===== src/rtl/alu_exec_stage.sv =====
// Execute-stage ALU feeding the EX/MEM register: registered result with zero/overflow/illegal
// flags, stall/flush control and a saturating count of retired legal operations.
module alu_exec_stage #(
    parameter int WIDTH = 32,
    parameter int CNT_W = 16
) (
    input  logic             clk,
    input  logic             rst_n,
    input  logic             in_valid,
    input  logic             stall,
    input  logic             flush,
    input  logic [2:0]       alu_ctrl,
    input  logic [WIDTH-1:0] src_a,
    input  logic [WIDTH-1:0] src_b,
    output logic             out_valid,
    output logic [WIDTH-1:0] alu_result,
    output logic             zero,
    output logic             overflow,
    output logic             illegal,
    output logic [CNT_W-1:0] retired_cnt
);

    localparam logic [2:0] OP_ADD = 3'b010;
    localparam logic [2:0] OP_SUB = 3'b110;
    localparam logic [2:0] OP_AND = 3'b000;
    localparam logic [2:0] OP_OR  = 3'b001;
    localparam logic [2:0] OP_SLT = 3'b111;

    logic [WIDTH-1:0] w_sum;
    logic [WIDTH-1:0] w_diff;
    logic [WIDTH-1:0] w_result;
    logic             w_overflow;
    logic             w_illegal;
    logic             w_slt;
    logic             w_load;
    logic             w_cnt_inc;

    logic             r_valid;
    logic [WIDTH-1:0] r_result;
    logic             r_zero;
    logic             r_overflow;
    logic             r_illegal;
    logic [CNT_W-1:0] r_cnt;

    assign w_sum  = src_a + src_b;
    assign w_diff = src_a - src_b;
    assign w_slt  = $signed(src_a) < $signed(src_b);

    // Codes holding X/Z match no item and therefore land in the illegal default.
    always_comb begin
        w_result   = '0;
        w_overflow = 1'b0;
        w_illegal  = 1'b0;
        case (alu_ctrl)
            OP_ADD: begin
                w_result   = w_sum;
                w_overflow = (src_a[WIDTH-1] == src_b[WIDTH-1]) &&
                             (w_sum[WIDTH-1] != src_a[WIDTH-1]);
            end
            OP_SUB: begin
                w_result   = w_diff;
                w_overflow = (src_a[WIDTH-1] != src_b[WIDTH-1]) &&
                             (w_diff[WIDTH-1] != src_a[WIDTH-1]);
            end
            OP_AND:  w_result = src_a & src_b;
            OP_OR:   w_result = src_a | src_b;
            OP_SLT:  w_result = {{(WIDTH-1){1'b0}}, w_slt};
            default: w_illegal = 1'b1;
        endcase
    end

    assign w_load    = !flush && !stall;
    assign w_cnt_inc = w_load && in_valid && !w_illegal && !(&r_cnt);

    always_ff @(posedge clk or negedge rst_n) begin
        if (!rst_n) begin
            r_valid    <= 1'b0;
            r_result   <= '0;
            r_zero     <= 1'b0;
            r_overflow <= 1'b0;
            r_illegal  <= 1'b0;
            r_cnt      <= '0;
        end else begin
            if (flush) begin
                r_valid <= 1'b0;
            end else if (!stall) begin
                r_valid <= in_valid;
            end
            if (w_load && in_valid) begin
                r_result   <= w_result;
                r_zero     <= (w_result == '0);
                r_overflow <= w_overflow;
                r_illegal  <= w_illegal;
            end
            if (w_cnt_inc) begin
                r_cnt <= r_cnt + 1'b1;
            end
        end
    end

    assign out_valid   = r_valid;
    assign alu_result  = r_result;
    assign zero        = r_zero;
    assign overflow    = r_overflow;
    assign illegal     = r_illegal;
    assign retired_cnt = r_cnt;

endmodule


===== config.mk =====
export PLATFORM = sky130hd
export DESIGN_NAME = alu_exec_stage
export DESIGN_NICKNAME = d
export VERILOG_FILES = /design/src/rtl/alu_exec_stage.sv
export SDC_FILE = /design/constraint.sdc
export NUM_CORES = 1
export LEC_CHECK = 0
export ABC_CLOCK_PERIOD_IN_PS = 4550
export CAP_MARGIN = 20
export CORE_UTILIZATION = 55
export CTS_CLUSTER_DIAMETER = 80
export DETAILED_ROUTE_END_ITERATION = 8
export HOLD_SLACK_MARGIN = 0.03
export PLACE_DENSITY = 0.78
export SKIP_CTS_REPAIR_TIMING = 1
export SLEW_MARGIN = 20
export SYNTH_ARGS = -nofsm -noshare
export SYNTH_HDL_FRONTEND = slang
export SYNTH_SLANG_ARGS = --single-unit

===== constraint.sdc =====
create_clock -name clk -period 4.55 [get_ports clk]
set_input_delay 1.365 -clock clk [delete_from_list [all_inputs] [get_ports clk]]
set_output_delay 1.365 -clock clk [all_outputs]
set_load 0.01 [all_outputs]

=== Yosys cells after proc, flatten, opt, wreduce, memory -nomap -nowiden ===
Index checks and enable logic that the tools add are counted.

* Input bits: 72
* Word-level logic and storage cells: 39
* Flip-flop bits (word level): 52
* Output and inout bits: 52

* Bitwise gates (word level): 2
* Equal/unequal tests: 9
* Reduce and logical (&&, ||, !) cells: 13
* Magnitude comparators: 1
* Multiplexer cells: 5
* Add/sub/neg operators: 3

{| class="wikitable"
|+ Operator list
! cell !! number
|-
| $pmux W32 S5 || 1
|-
| $add A32 B32 Y32 || 1
|-
| $and A32 B32 Y32 || 1
|-
| $logic_not A32 Y1 || 1
|-
| $lt A32 B32 Y1 || 1
|-
| $or A32 B32 Y32 || 1
|-
| $sub A32 B32 Y32 || 1
|-
| $add A16 B1 Y16 const B || 1
|-
| $reduce_and A16 Y1 || 1
|-
| $eq A3 B3 Y1 const B || 2
|-
| $logic_and A1 B1 Y1 || 6
|-
| $reduce_or A5 Y1 || 1
|-
| $eq A3 B1 Y1 const B || 1
|-
| $eq A3 B2 Y1 const B || 1
|-
| $logic_not A1 Y1 || 3
|-
| $logic_not A3 Y1 || 1
|-
| $mux W1 || 3
|-
| $ne A1 B1 Y1 || 3
|-
| $ne A2 B1 Y1 const B || 1
|-
| $pmux W1 S2 || 1
|-
| $eq A1 B1 Y1 || 1
|}

=== Longest topological paths before layout ===
* Word-level depth: 5
* Gate-level depth with buffers: 14
* Mapped depth without buffers: 14

=== Worst setup path after synthesis ===
Ideal clock, no wire load.

* Path type: input to register
* Start point: input src_a[0]
* End point: register r_zero (netlist: zero)
* Required time: 4,458 ps
* Stages: 14
* Slack: 247 ps
* Arrival time: 4,211 ps
* Library setup time: 92 ps
* Buffers on the path: 0
* Path through: ha_1 inv_1 fa_1 nor2b_4 o2111ai_2 a211oi_2 nor3_2 o41ai_4 a311oi_1 a32o_1 or3_1 nor4_1 nand4_1 o31ai_2

* Word-level cells in the longest chain between the ends: 3
* Elaborated cells between the ends (all ways): 7
* Those cells by class: 2 x add/sub; 1 x order compare; 1 x mux; 2 x bitwise; 1 x reduce/logical

{| class="wikitable"
|+ Ends and longest elaborated chain
! item !! line !! text
|-
| start, declared || 13 || <nowiki>input logic [WIDTH-1:0] src_a,</nowiki>
|-
| $sub A32 B32 Y32 (tied with other cells) || 46 || <nowiki>assign w_diff = src_a - src_b;</nowiki>
|-
| $pmux W32 S5 * || 54 || <nowiki>case (alu_ctrl)</nowiki>
|-
| $logic_not A32 Y1 * || 91 || <nowiki>r_zero <= (w_result == '0);</nowiki>
|-
| end signal, assigned || 91 ||
|-
| end, declared || 40 || <nowiki>logic r_zero;</nowiki>
|}

Mark *: on every way between the ends. The rest lies on a longest branch, timed or not.
A chain may end at the register's enable or synchronous reset.

=== Worst setup path in the final report ===
* Start point: input src_a[12]
* End point: register r_zero (netlist: zero)

Same word-level chain as after synthesis.

==> qor.txt <==
Max cap viols: 0
Area Overhead vs Synth: 53.4%
Mean routed wirelength per cell: 21.1 um
Routed vias/inst: 6.39
P_leak: 5.39 nW
Final core utilization: 88.0%
Largest area contributor in the netlist: ha_1
Tightest Hold Check Type: reg2reg
# diodes: 0
Final Cell Area: 11300 um2
Critical Path Max Stage Delay: 0.52 ns
GRT Max-Usage Layer: met2
CTS root buffer: clkbuf_16
Fmax: 222 MHz
Top post-synthesis cells by area: ha_1, dfrtp_1, a21oi_1
Vert. Die Dim: 118 um
Outcome: complete, no violations
I/O pin count: 124
Critical Path AT: 4.72 ns
Met1 Use GR: 48.9%
Crit. path cell count: 14
WHS Path Cells: 2
PwrDens: 216 nW/um2
Met3 usage: 5.38%
R2R cell count: 9
Crit path buf inv count: 3
Synth top area share: 18.4%
Largest net degree at the start of global routing: 46
Final worst path period need: 4.51 ns
Row count: 41
Post-synthesis sequential area ratio: 17.7%
H-tree depth: 2
Hold path startpoint: alu_result[11]
Port Buffers: 123
Final slew viol count: 0
RePlAce Congestion: 1.01
Dpl cells: 1436
Syn Nets: 1146
CTS buffer count: 5
Final number of setup-violating endpoints: 0
Peak supply drop: 0.158 mV
Final setup skew: 0.00478 ns
Die ar.: 13800 um2
Initial antenna violation count: 0
Final Total Pwr: 2.44 mW
Ys Warns: 0
Gr ovfl total: 0
Clock Path Buffers: 2
Worst-skew pair later-pin latency: 0.30 ns
Synth cell count leaders: ha_1, inv_1, nand2_1
CP dominant cell by count: o31ai_2
Non-filler cells, final: 1461
DRC viols: 0
Syn Inst Count: 964
Syn Area/Cell: 7.63 um2
Clock tree sinks: 52
Initial Util: 57.4%
Global-route wire length before repair: 43400 um
Detail Placement HPWL: 21400 um
Worst-path maximum fanout: 5
Final period utilization: 99.0%
CP Data Required Time: 4.76 ns
Crit-path cells: clkdlybuf4s50_1 > inv_2 > ha_4 > inv_1 > or4_4 > a211oi_4 > nor4_2 > o31ai_2 > mux2i_1 > a211oi_2 > o31ai_4 > a221oi_2 > nand4_1 > o31ai_2
Delay-heaviest family, CP: compound AO/OA/AOI/OAI gates
FF+latch count, synth: 52
Met2 Track Usage GR: 64.8%
Setup Total Neg Slack: 0 ns
Reg-to-reg critical path startpoint: retired_cnt[8]
TritonCTS clock tree: built
DRT iter0 DRCs: 1102
Number of global-route vias before repair: 8596
Cell variety after synth: 81
Clock slew at reported path FFs: 0.08 ns
Crit start category: primary input
Asr flop ratio synth: 100%
Vias post-DR: 9333
Drt total wl: 30900 um
Crit Path Category: in2reg
GRT Resource Usage Total: 38.8%
CP Launch Point: src_a[12]
Share of layout cells above drive strength 1: 31.3%
Number of synthesized flops with an enable pin: 0
DP Area: 10300 um2
Most frequent cell after synthesis: ha_1
Most used flip-flop cell after synthesis: dfrtp_1
Core Footprint: 12800 um2
Mapped cell area: 7360 um2
Rel. slew slack: 49.4%
Final ANT Viol Nets: 0
Worst slew pin tran: 0.754 ns
First drt pass iteration count: 6
Final nets: 1470
Final Hold Vio Count: 0
Die width: 118 um
Fill cells: 683
Worst setup EP type: register
Cell with the largest stage delay on the worst path: or4_4
[routing by layer]
layer | wire length, um | up-vias
li1 | - | 4102
met1 | 11600 | 4352
met2 | 14600 | 690
met3 | 2840 | 189
met4 | 1860 | 0
met5 | 0 | -
[cell type report]
class | count | area (um2) | share of cell area (%)
clock inverter | 3 | 25.0 | 0.222
multi-input combinational | 757 | 6020 | 53.3
timing repair buffer | 374 | 3230 | 28.6
inverter | 98 | 370 | 3.28
clock buffer | 5 | 125 | 1.11
sequential | 52 | 1300 | 11.5
tap | 172 | 215 | 1.91
[metrics by stage]
step	setup slack (ns)	hold slack (ns)
2_1_floorplan	0.247	0.514
3_3_place_gp	-0.620	0.460
3_5_place_dp	-0.692	0.470
4_1_cts	-0.390	0.487
5_1_grt	-0.0901	0.508
6_report	0.0434	0.485
[worst paths after layout]
check | endpoint | slack, ns
hold / removal | alu_result[11] | 0.49
setup / recovery | zero | 0.04
setup reg to reg | retired_cnt[15] | 1.91
min in group asynchronous | alu_result[3] | 1.08
hold reg to reg | alu_result[11] | 0.49
max in group asynchronous | alu_result[28] | 2.66
[state kept, by name, summed over array words and instances, names as in the netlist]
name         count
overflow         1
out_valid        1
alu_result      32
illegal          1
zero             1
retired_cnt     16
[power breakdown]
group | internal, mW | switching (mW)
sequential | 0.532 | 0.0667
clock | 0.209 | 0.202
combinational | 0.696 | 0.738
total | 1.44 | 1.01
[cells in the final DEF (no fill, tap or decap), types with 10 or more instances in the layout]
cell and n:
buf_4 244, inv_1 63, nor2_1 68, dfrtp_1 52, o31ai_1 11, a211oi_1 16, o22ai_1 10, nand3_1 20
nor3_1 18, xnor2_1 30, o21ai_0 44, nor4_1 11, clkdlybuf4s50_1 86, nand4_1 20, inv_2 34, a21oi_1 69
mux2i_1 15, nand2_1 95, ha_4 18, dlymetal6s2s_1 31, ha_1 89, a21oi_2 15
[worst reg2reg max path, stage by stage, from the launching register on]
cell and delay, ns:
dfrtp_1 0.43, nand3_1 0.12, nor2_1 0.09, and3_1 0.23, and3_1 0.22, a31oi_1 0.55
nand4_1 0.31, nor2_1 0.28, nand2_1 0.15, xnor2_1 0.15
[cells by family after synthesis]
| logic type | synth area share, % |
|---|---|
| AO/OA/AOI/OAI | 27.7 |
| adder cells (fa/ha/maj) | 18.9 |
| flip-flops | 17.7 |
| multiplexers | 2.79 |
| AND/OR/NAND/NOR | 19.4 |
| XOR/XNOR | 4.29 |
| buffers and inverters | 9.17 |
Power figures use the tool's default switching activity.
